===== config.mk =====
export PLATFORM = sky130hd
export DESIGN_NAME = matrix_mac_sequencer
export DESIGN_NICKNAME = d
export VERILOG_FILES = /design/src/rtl/matrix_mac_sequencer.sv
export SDC_FILE = /design/constraint.sdc
export NUM_CORES = 1
export LEC_CHECK = 0
export ABC_CLOCK_PERIOD_IN_PS = 6760
export CORE_MARGIN = 2
export CORE_UTILIZATION = 35
export CTS_CLUSTER_SIZE = 25
export DETAILED_ROUTE_END_ITERATION = 16
export PLACE_DENSITY_LB_ADDON = 0.25
export SYNTH_ARGS = -nofsm -noshare
export SYNTH_HDL_FRONTEND = slang
export SYNTH_SLANG_ARGS = --single-unit
export TNS_END_PERCENT = 100

===== constraint.sdc =====
create_clock -name clk_12 -period 6.76 [get_ports clk_12]
set_input_delay 1.352 -clock clk_12 [delete_from_list [all_inputs] [get_ports clk_12]]
set_output_delay 1.352 -clock clk_12 [all_outputs]
set_load 0.02 [all_outputs]

===== src/rtl/matrix_mac_sequencer.sv =====
// Math box MAC sequencer: ACC += (A - B) * C with a serial radix-2 multiplier.
// MACFLAG holds off matrix instruction fetch for the 18 busy cycles.
module matrix_mac_sequencer #(
  parameter int unsigned DATA_W  = 16,
  parameter int unsigned ACC_W   = 32,
  parameter int unsigned RES_LSB = 15
) (
  input  logic              clk_12,
  input  logic              reset,
  input  logic              LDA,
  input  logic              LDB,
  input  logic              LDC,
  input  logic              CLEARACC,
  input  logic              LAC,
  input  logic [DATA_W-1:0] MDB_RAM,
  output logic              MACFLAG,
  output logic [DATA_W-1:0] MDB_OUT,
  output logic [ACC_W-1:0]  ACC,
  output logic              PROTO_ERR
);

  localparam int unsigned D_W   = DATA_W + 1;
  localparam int unsigned CNT_W = $clog2(DATA_W);

  typedef enum logic [1:0] {IDLE, SUB, MUL, ACCUM} state_e;

  state_e             state_q, state_d;
  logic [DATA_W-1:0]  a_q, a_d, b_q, b_d, c_q, c_d;
  logic [ACC_W-1:0]   mcand_q, mcand_d;
  logic [ACC_W-1:0]   prod_q, prod_d;
  logic [CNT_W-1:0]   cnt_q, cnt_d;
  logic [ACC_W-1:0]   acc_q, acc_d;
  logic [DATA_W-1:0]  mdb_q, mdb_d;
  logic               perr_q, perr_d;
  logic               macflag_q, macflag_d;
  logic signed [D_W-1:0] diff_c;
  logic               last_bit_c;

  assign diff_c     = D_W'($signed(a_q)) - D_W'($signed(b_q));
  assign last_bit_c = (cnt_q == CNT_W'(DATA_W - 1));

  // Only the low ACC_W product bits reach ACC, so the partial sum runs modulo 2^ACC_W.
  always_comb begin
    state_d   = state_q;
    a_d       = a_q;
    b_d       = b_q;
    c_d       = c_q;
    mcand_d   = mcand_q;
    prod_d    = prod_q;
    cnt_d     = cnt_q;
    acc_d     = acc_q;
    mdb_d     = mdb_q;
    perr_d    = perr_q;

    if (LAC)      mdb_d = acc_q[RES_LSB +: DATA_W];
    if (CLEARACC) acc_d = '0;
    if ((state_q != IDLE) && (LDA || LDB || LDC)) perr_d = 1'b1;

    case (state_q)
      IDLE: begin
        if (LDA) a_d = MDB_RAM;
        if (LDB) b_d = MDB_RAM;
        if (LDC) begin
          c_d     = MDB_RAM;
          state_d = SUB;
        end
      end
      SUB: begin
        mcand_d = ACC_W'(diff_c);
        prod_d  = '0;
        cnt_d   = '0;
        state_d = MUL;
      end
      MUL: begin
        // C's MSB carries negative weight in two's complement
        if (c_q[cnt_q]) prod_d = last_bit_c ? (prod_q - mcand_q) : (prod_q + mcand_q);
        mcand_d = mcand_q << 1;
        cnt_d   = cnt_q + CNT_W'(1);
        if (last_bit_c) state_d = ACCUM;
      end
      ACCUM: begin
        acc_d   = acc_d + prod_q;
        state_d = IDLE;
      end
      default: state_d = IDLE;
    endcase

    macflag_d = (state_d == IDLE);
  end

  always_ff @(posedge clk_12 or posedge reset) begin
    if (reset) begin
      state_q   <= IDLE;
      a_q       <= '0;
      b_q       <= '0;
      c_q       <= '0;
      mcand_q   <= '0;
      prod_q    <= '0;
      cnt_q     <= '0;
      acc_q     <= '0;
      mdb_q     <= '0;
      perr_q    <= 1'b0;
      macflag_q <= 1'b1;
    end else begin
      state_q   <= state_d;
      a_q       <= a_d;
      b_q       <= b_d;
      c_q       <= c_d;
      mcand_q   <= mcand_d;
      prod_q    <= prod_d;
      cnt_q     <= cnt_d;
      acc_q     <= acc_d;
      mdb_q     <= mdb_d;
      perr_q    <= perr_d;
      macflag_q <= macflag_d;
    end
  end

  assign MACFLAG   = macflag_q;
  assign MDB_OUT   = mdb_q;
  assign ACC       = acc_q;
  assign PROTO_ERR = perr_q;

endmodule


After elaboration in Yosys (flattened, before gate mapping)
Index checks and enable logic that the tools add are counted.

storage, ports and cells
  register bits = 168
  bits of input ports = 23
  output and inout bits = 50
  logic and storage cells = 45

cells by class
  add/sub/neg operators = 5
  $lt $le $gt $ge = 1
  equal/unequal tests = 5
  mux-type cells = 12
  reduce and logical (&&, ||, !) cells = 11

operator list
  operator                                                    count
  two-way mux 32 bit                                          4
  case mux 32 bit (2 select lines)                            2
  adder 32 bit                                                2
  subtractor 32 bit                                           1
  subtractor 16 x 16 -> 17 bit                                1
  case mux 2 bit (4 select lines)                             1
  case mux 4 bit (2 select lines)                             1
  AND reduction 2 bit                                         4
  less-than comparator 4 x 5 -> 1 bit, second input constant  1
  adder 4 x 1 -> 4 bit, second input constant                 1
  binary-select mux 1 bit (select 4 bit)                      1
  equality test 2 bit, second input constant                  2
  equality test 4 bit, second input constant                  1
  logical NOT 2 bit                                           2
  two-way mux 2 bit                                           2
  nonzero test 2 bit                                          2
  equality test 2 x 1 -> 1 bit, second input constant         1
  logical OR 1 bit                                            2
  != test 2 bit, second input constant                        1
  logical AND 1 bit                                           1
  two-way mux 1 bit                                           1

Longest topological paths before layout
  word-level depth = 4
  gate-level depth with buffers = 19
  mapped depth without buffers = 18

Worst setup path before layout
OpenSTA, ideal clock, no wires.

  path type = in2reg
  start point = in CLEARACC
  end point = reg acc_q[25], in the netlist ACC[25]
  setup time = 0.125 ns
  arrival = 3.905 ns
  required time = 6.635 ns
  path slack = 2.730 ns
  stages = 14
  buffers on the path = 1
  cell sequence = clkbuf_1 nand2b_1 inv_1 ha_1 a211oi_1 o21ai_1 and3_1 o21ai_1 o211ai_1 nor2b_1 a21oi_1 o21ai_1 xor2_1 mux2_2

on the way
  cells in the longest elaborated chain, start to end = 3

RTL lines
  item                    line  text
  start, declared         13    input logic CLEARACC,
  two-way mux 32 bit (*)  56    if (CLEARACC) acc_d = '0;
  adder 32 bit            82    acc_d = acc_d + prod_q;
  two-way mux 32 bit (*)  59    case (state_q)
  net acc_d[25]           32    logic [ACC_W-1:0] acc_q, acc_d;
  end signal, assigned    100   acc_q <= '0;
  end signal, assigned    112   acc_q <= acc_d;
  end, declared           32

Mark *: on every way through the listed nets, which the timed path passes. The rest lies on a longest branch.
A chain may end at the register's enable or synchronous reset.

Final worst setup path
  start point = reg cnt_q[0]
  end point = reg prod_q[31]

on the way
  cells in the longest elaborated chain, start to end = 4
  elaborated cells between the ends (all ways) = 8
  classes of those cells = eq/ne: 2; mux: 5; reduce/logical: 1

RTL lines
  item                                                                                             line    text
  start, declared                                                                                  31      logic [CNT_W-1:0] cnt_q, cnt_d;
  start signal, assigned                                                                           111     cnt_q <= cnt_d;
  binary-select mux 1 bit (select 4 bit) / equality test 4 bit (equally long branches)             76, 40
  two-way mux 1 bit (implied by the code) / two-way mux 32 bit (equally long branches)             76      if (c_q[cnt_q]) prod_d = last_bit_c ? (prod_q - mcand_q) : (prod_q + mcand_q);
  != test 2 bit (no source line) / two-way mux 32 bit (equally long branches)                      --
  AND reduction 2 bit (no source line) / case mux 32 bit (2 select lines) (equally long branches)  --
  end signal, assigned                                                                             110     prod_q <= prod_d;
  end, declared                                                                                    30      logic [ACC_W-1:0] prod_q, prod_d;

Several ways; a longest one is shown, not always the timed one. The select of a mux whose other input is x is not followed.

==> flow_metrics.py <==
metrics = {
    "route": {
        "drc": 0,
        "drt-total-wl_um": 23100,
        "post_drt_wl_per_cell_um": 14.4,
        "drtIter0Drc": 364,
        "firstDrtPassIters": 4,
        "viasPerCell": 5.02,
        "vias": 8028,
        "ant_nets": 0,
    },
    "placed_design": {
        "place_ws_ps": 1720,
        "io_buffers": 72,
        "gp_congestion": 0.816,
        "hpwlAfterDp_um": 17300,
    },
    "clock_tree": {
        "cts_tree": "built",
        "cts_root_buffer": "clkbuf_16",
        "clk_path_buf_depth": 2,
        "clkSlewWorstSetupHoldPaths_ps": 70,
        "post_cts_resized": 0,
        "cts_sinks": 168,
        "cts_hold_buf": 0,
        "cts_max_level": 4,
        "clk_latency_ps": 430,
        "cts_buffers": 17,
        "postCtsSetupBuffers": 0,
    },
    "yosys": {
        "synth-edff-count": 0,
        "synth_fa_ha_area_share_pct": 10.2,
        "async_reset_ff_share_pct": 100,
        "synth_top_family_by_area": "compound AO/OA/AOI/OAI gates",
        "synth_flop_cell": "dfrtp_1",
        "yosysSeqAreaShare_pct": 38.1,
        "synth_cell_type_count": 78,
        "synthMuxAreaShare_pct": 10.4,
        "ys_warn_count": 0,
        "syn-num-nets": 1236,
        "yosys.area_share.simple_pct": 13.4,
        "synth_area_um2": 11000,
        "synth-seq-cells": 168,
        "synth_compound_area_share_pct": 16.7,
        "avgSynthCellArea_um2": 9.81,
        "synthCells": 1125,
        "yosys.area_share.xor_xnor_pct": 7.93,
    },
    "finish": {
        "fin_nets": 1296,
        "final_common_cell": "dfrtp_1",
        "drive_above_1_share_pct": 13.4,
        "antennaDiodeCount": 0,
        "area_delta_synth_final_pct": 15.5,
        "final_cell_mix": "167 x dfrtp_1, 89 x mux2_2, 85 x ha_1",
    },
    "sta": {
        "tns_ps": 0,
        "drv_slew": 0,
        "hold_viol": 0,
        "fmax_mhz": 214,
        "rsz0062_at_grt": "no",
        "slew_headroom_pct": 25.7,
        "min_period_ps": 4670,
        "worst_slack_ps": 2090,
        "setup_viol": 0,
        "worst_pin_slew_ps": 1110,
        "finClkSkew_ps": 14.3,
        "fin_crit_sh_pct": 69.1,
    },
    "pwr": {
        "ir_drop_uv": 215,
        "leakagePower_nw": 5.77,
        "power_density_nw_per_um2": 551,
    },
    "critical_path": {
        "critical_path_class": "reg2reg",
        "critPathCaptureType": "flip-flop",
        "cp.arrival_ps": 4970,
        "start_kind": "flip-flop",
        "cp_max_fo": 20,
        "worstPathRequired_ps": 7070,
    },
    "floorplan": {
        "coreArea_um2": 31300,
        "die_y_um": 182,
        "dieWidth_um": 182,
        "die_area_um2": 33000,
        "initial_core_util_pct": 35.3,
        "std_cell_rows": 65,
        "pin_count": 73,
    },
    "flow_run": {
        "drv_cap": 0,
    },
    "grt": {
        "grt_max_degree": 80,
        "grt_pass1_vias": 7966,
        "overflow": 0,
        "grt_pass1_wl_um": 40200,
        "antenna_found_initial": 0,
        "groute.usage.overall_pct": 14.7,
    },
    "hold_path": {
        "hp-class": "reg2reg",
    },
    "outcome": {
        "status": "finished, final reports clean",
    },
}
[layer usage]
layer / GRT usage [%] / share of wire (%)
met3: 2.55 / 2.7
met4: 3.15 / 0.81
met2: 23.4 / 44
met1: 21.0 / 53
met5: 0 / 0
[logic make-up (layout without fill, tap and decap cells)]
logic type | Yosys count | after routing
AOI/OAI and AO/OA | 295 | 295
and+or+nand+nor | 294 | 294
DFF | 168 | 168
xor gates and xnor gates | 97 | 97
muxes | 97 | 97
adders and majority gates | 88 | 88
buffers and inverters | 86 | 159
[per-stage QoR]
step	hold slack [ps]	instance area (um2)	total power [mW]	util, %	instances
final	495	12800	7.03	40.7	1600
after global routing	520	12800	7.70	40.7	1600
after CTS	501	12800	7.09	40.7	1600
after detailed placement	472	12100	6.02	38.8	1568
after global placement	477	12100	5.97	38.8	1568
after floorplan	474	11000	5.11	-	1125
[path summary, 6_finish.rpt]
kind,start,endpoint,slack [ps],cells past startpoint
worst max-delay path,cnt_q[0],prod_q[31],2090,15
worst min-delay path,PROTO_ERR,PROTO_ERR,500,1
worst max register to register,cnt_q[0],prod_q[31],2090,15
worst min register to register,PROTO_ERR,PROTO_ERR,500,1
max in group asynchronous,reset,ACC[25],4140,3
min in group asynchronous,reset,b_q[1],1290,2
[power by group]
group          total [mW]  internal (mW)  switching (mW)
combinational        4.13           1.89            2.24
sequential           1.87           1.47           0.391
clock                1.03          0.588           0.447
total                7.03           3.96            3.08
[sequential cells by signal (all words and copies together), names as in the netlist]
name and count:
mcand_q 32, b_q 16, PROTO_ERR 1, c_q 16
ACC 32, state_q 2, MACFLAG 1, cnt_q 4
MDB_OUT 16, a_q 16, prod_q 32
[worst max-delay path, stage by stage, from the launching register on]
cell and delay [ps]:
dfrtp_1 600, ha_1 270, nand3_1 560, o21ai_0 640, inv_1 90, ha_1 280
nand2b_1 80, a21oi_1 320, o21ai_2 130, a21bo_1 240, or4_4 560, a21oi_2 250
o211ai_2 140, xnor2_2 160, a21oi_1 140, o22ai_1 90
[final cells by class]
type | instances | area [um2]
fillers | 3063 | 18600
multi-input cells | 871 | 6470
flip-flops and latches | 168 | 4210
repair buffers | 79 | 773
well taps | 402 | 503
clock buffers | 20 | 467
inverters | 48 | 185
clock inverters | 12 | 154
[synthesized netlist by cell type (3+ instances only)]
cell	n	share of area [%]
a211oi_1	9	0.61
a21o_1	36	2.4
a21oi_1	78	3.5
a21oi_2	5	0.40
a221oi_1	3	0.24
a31oi_1	9	0.51
and3_1	5	0.28
buf_1	3	0.10
buf_2	5	0.23
clkbuf_1	26	0.88
dfrtp_1	167	38
fa_1	3	0.54
ha_1	85	9.6
inv_1	46	1.6
mux2_2	89	9.1
mux2i_1	3	0.27
mux4_2	5	1.0
nand2_1	78	2.7
nand2b_1	20	1.1
nand3_1	14	0.63
nand3b_1	7	0.48
nand4_1	6	0.34
nor2_1	82	2.8
nor2b_1	41	2.3
nor3_1	15	0.68
o211ai_1	4	0.27
o21a_1	8	0.54
o21ai_0	42	1.9
o21ai_1	43	1.9
o21bai_1	9	0.61
o22ai_1	15	0.85
o31ai_1	9	0.61
o41ai_1	3	0.24
or3_1	8	0.45
xnor2_1	55	4.4
xor2_1	40	3.2
(Power assumes the default switching activity.)
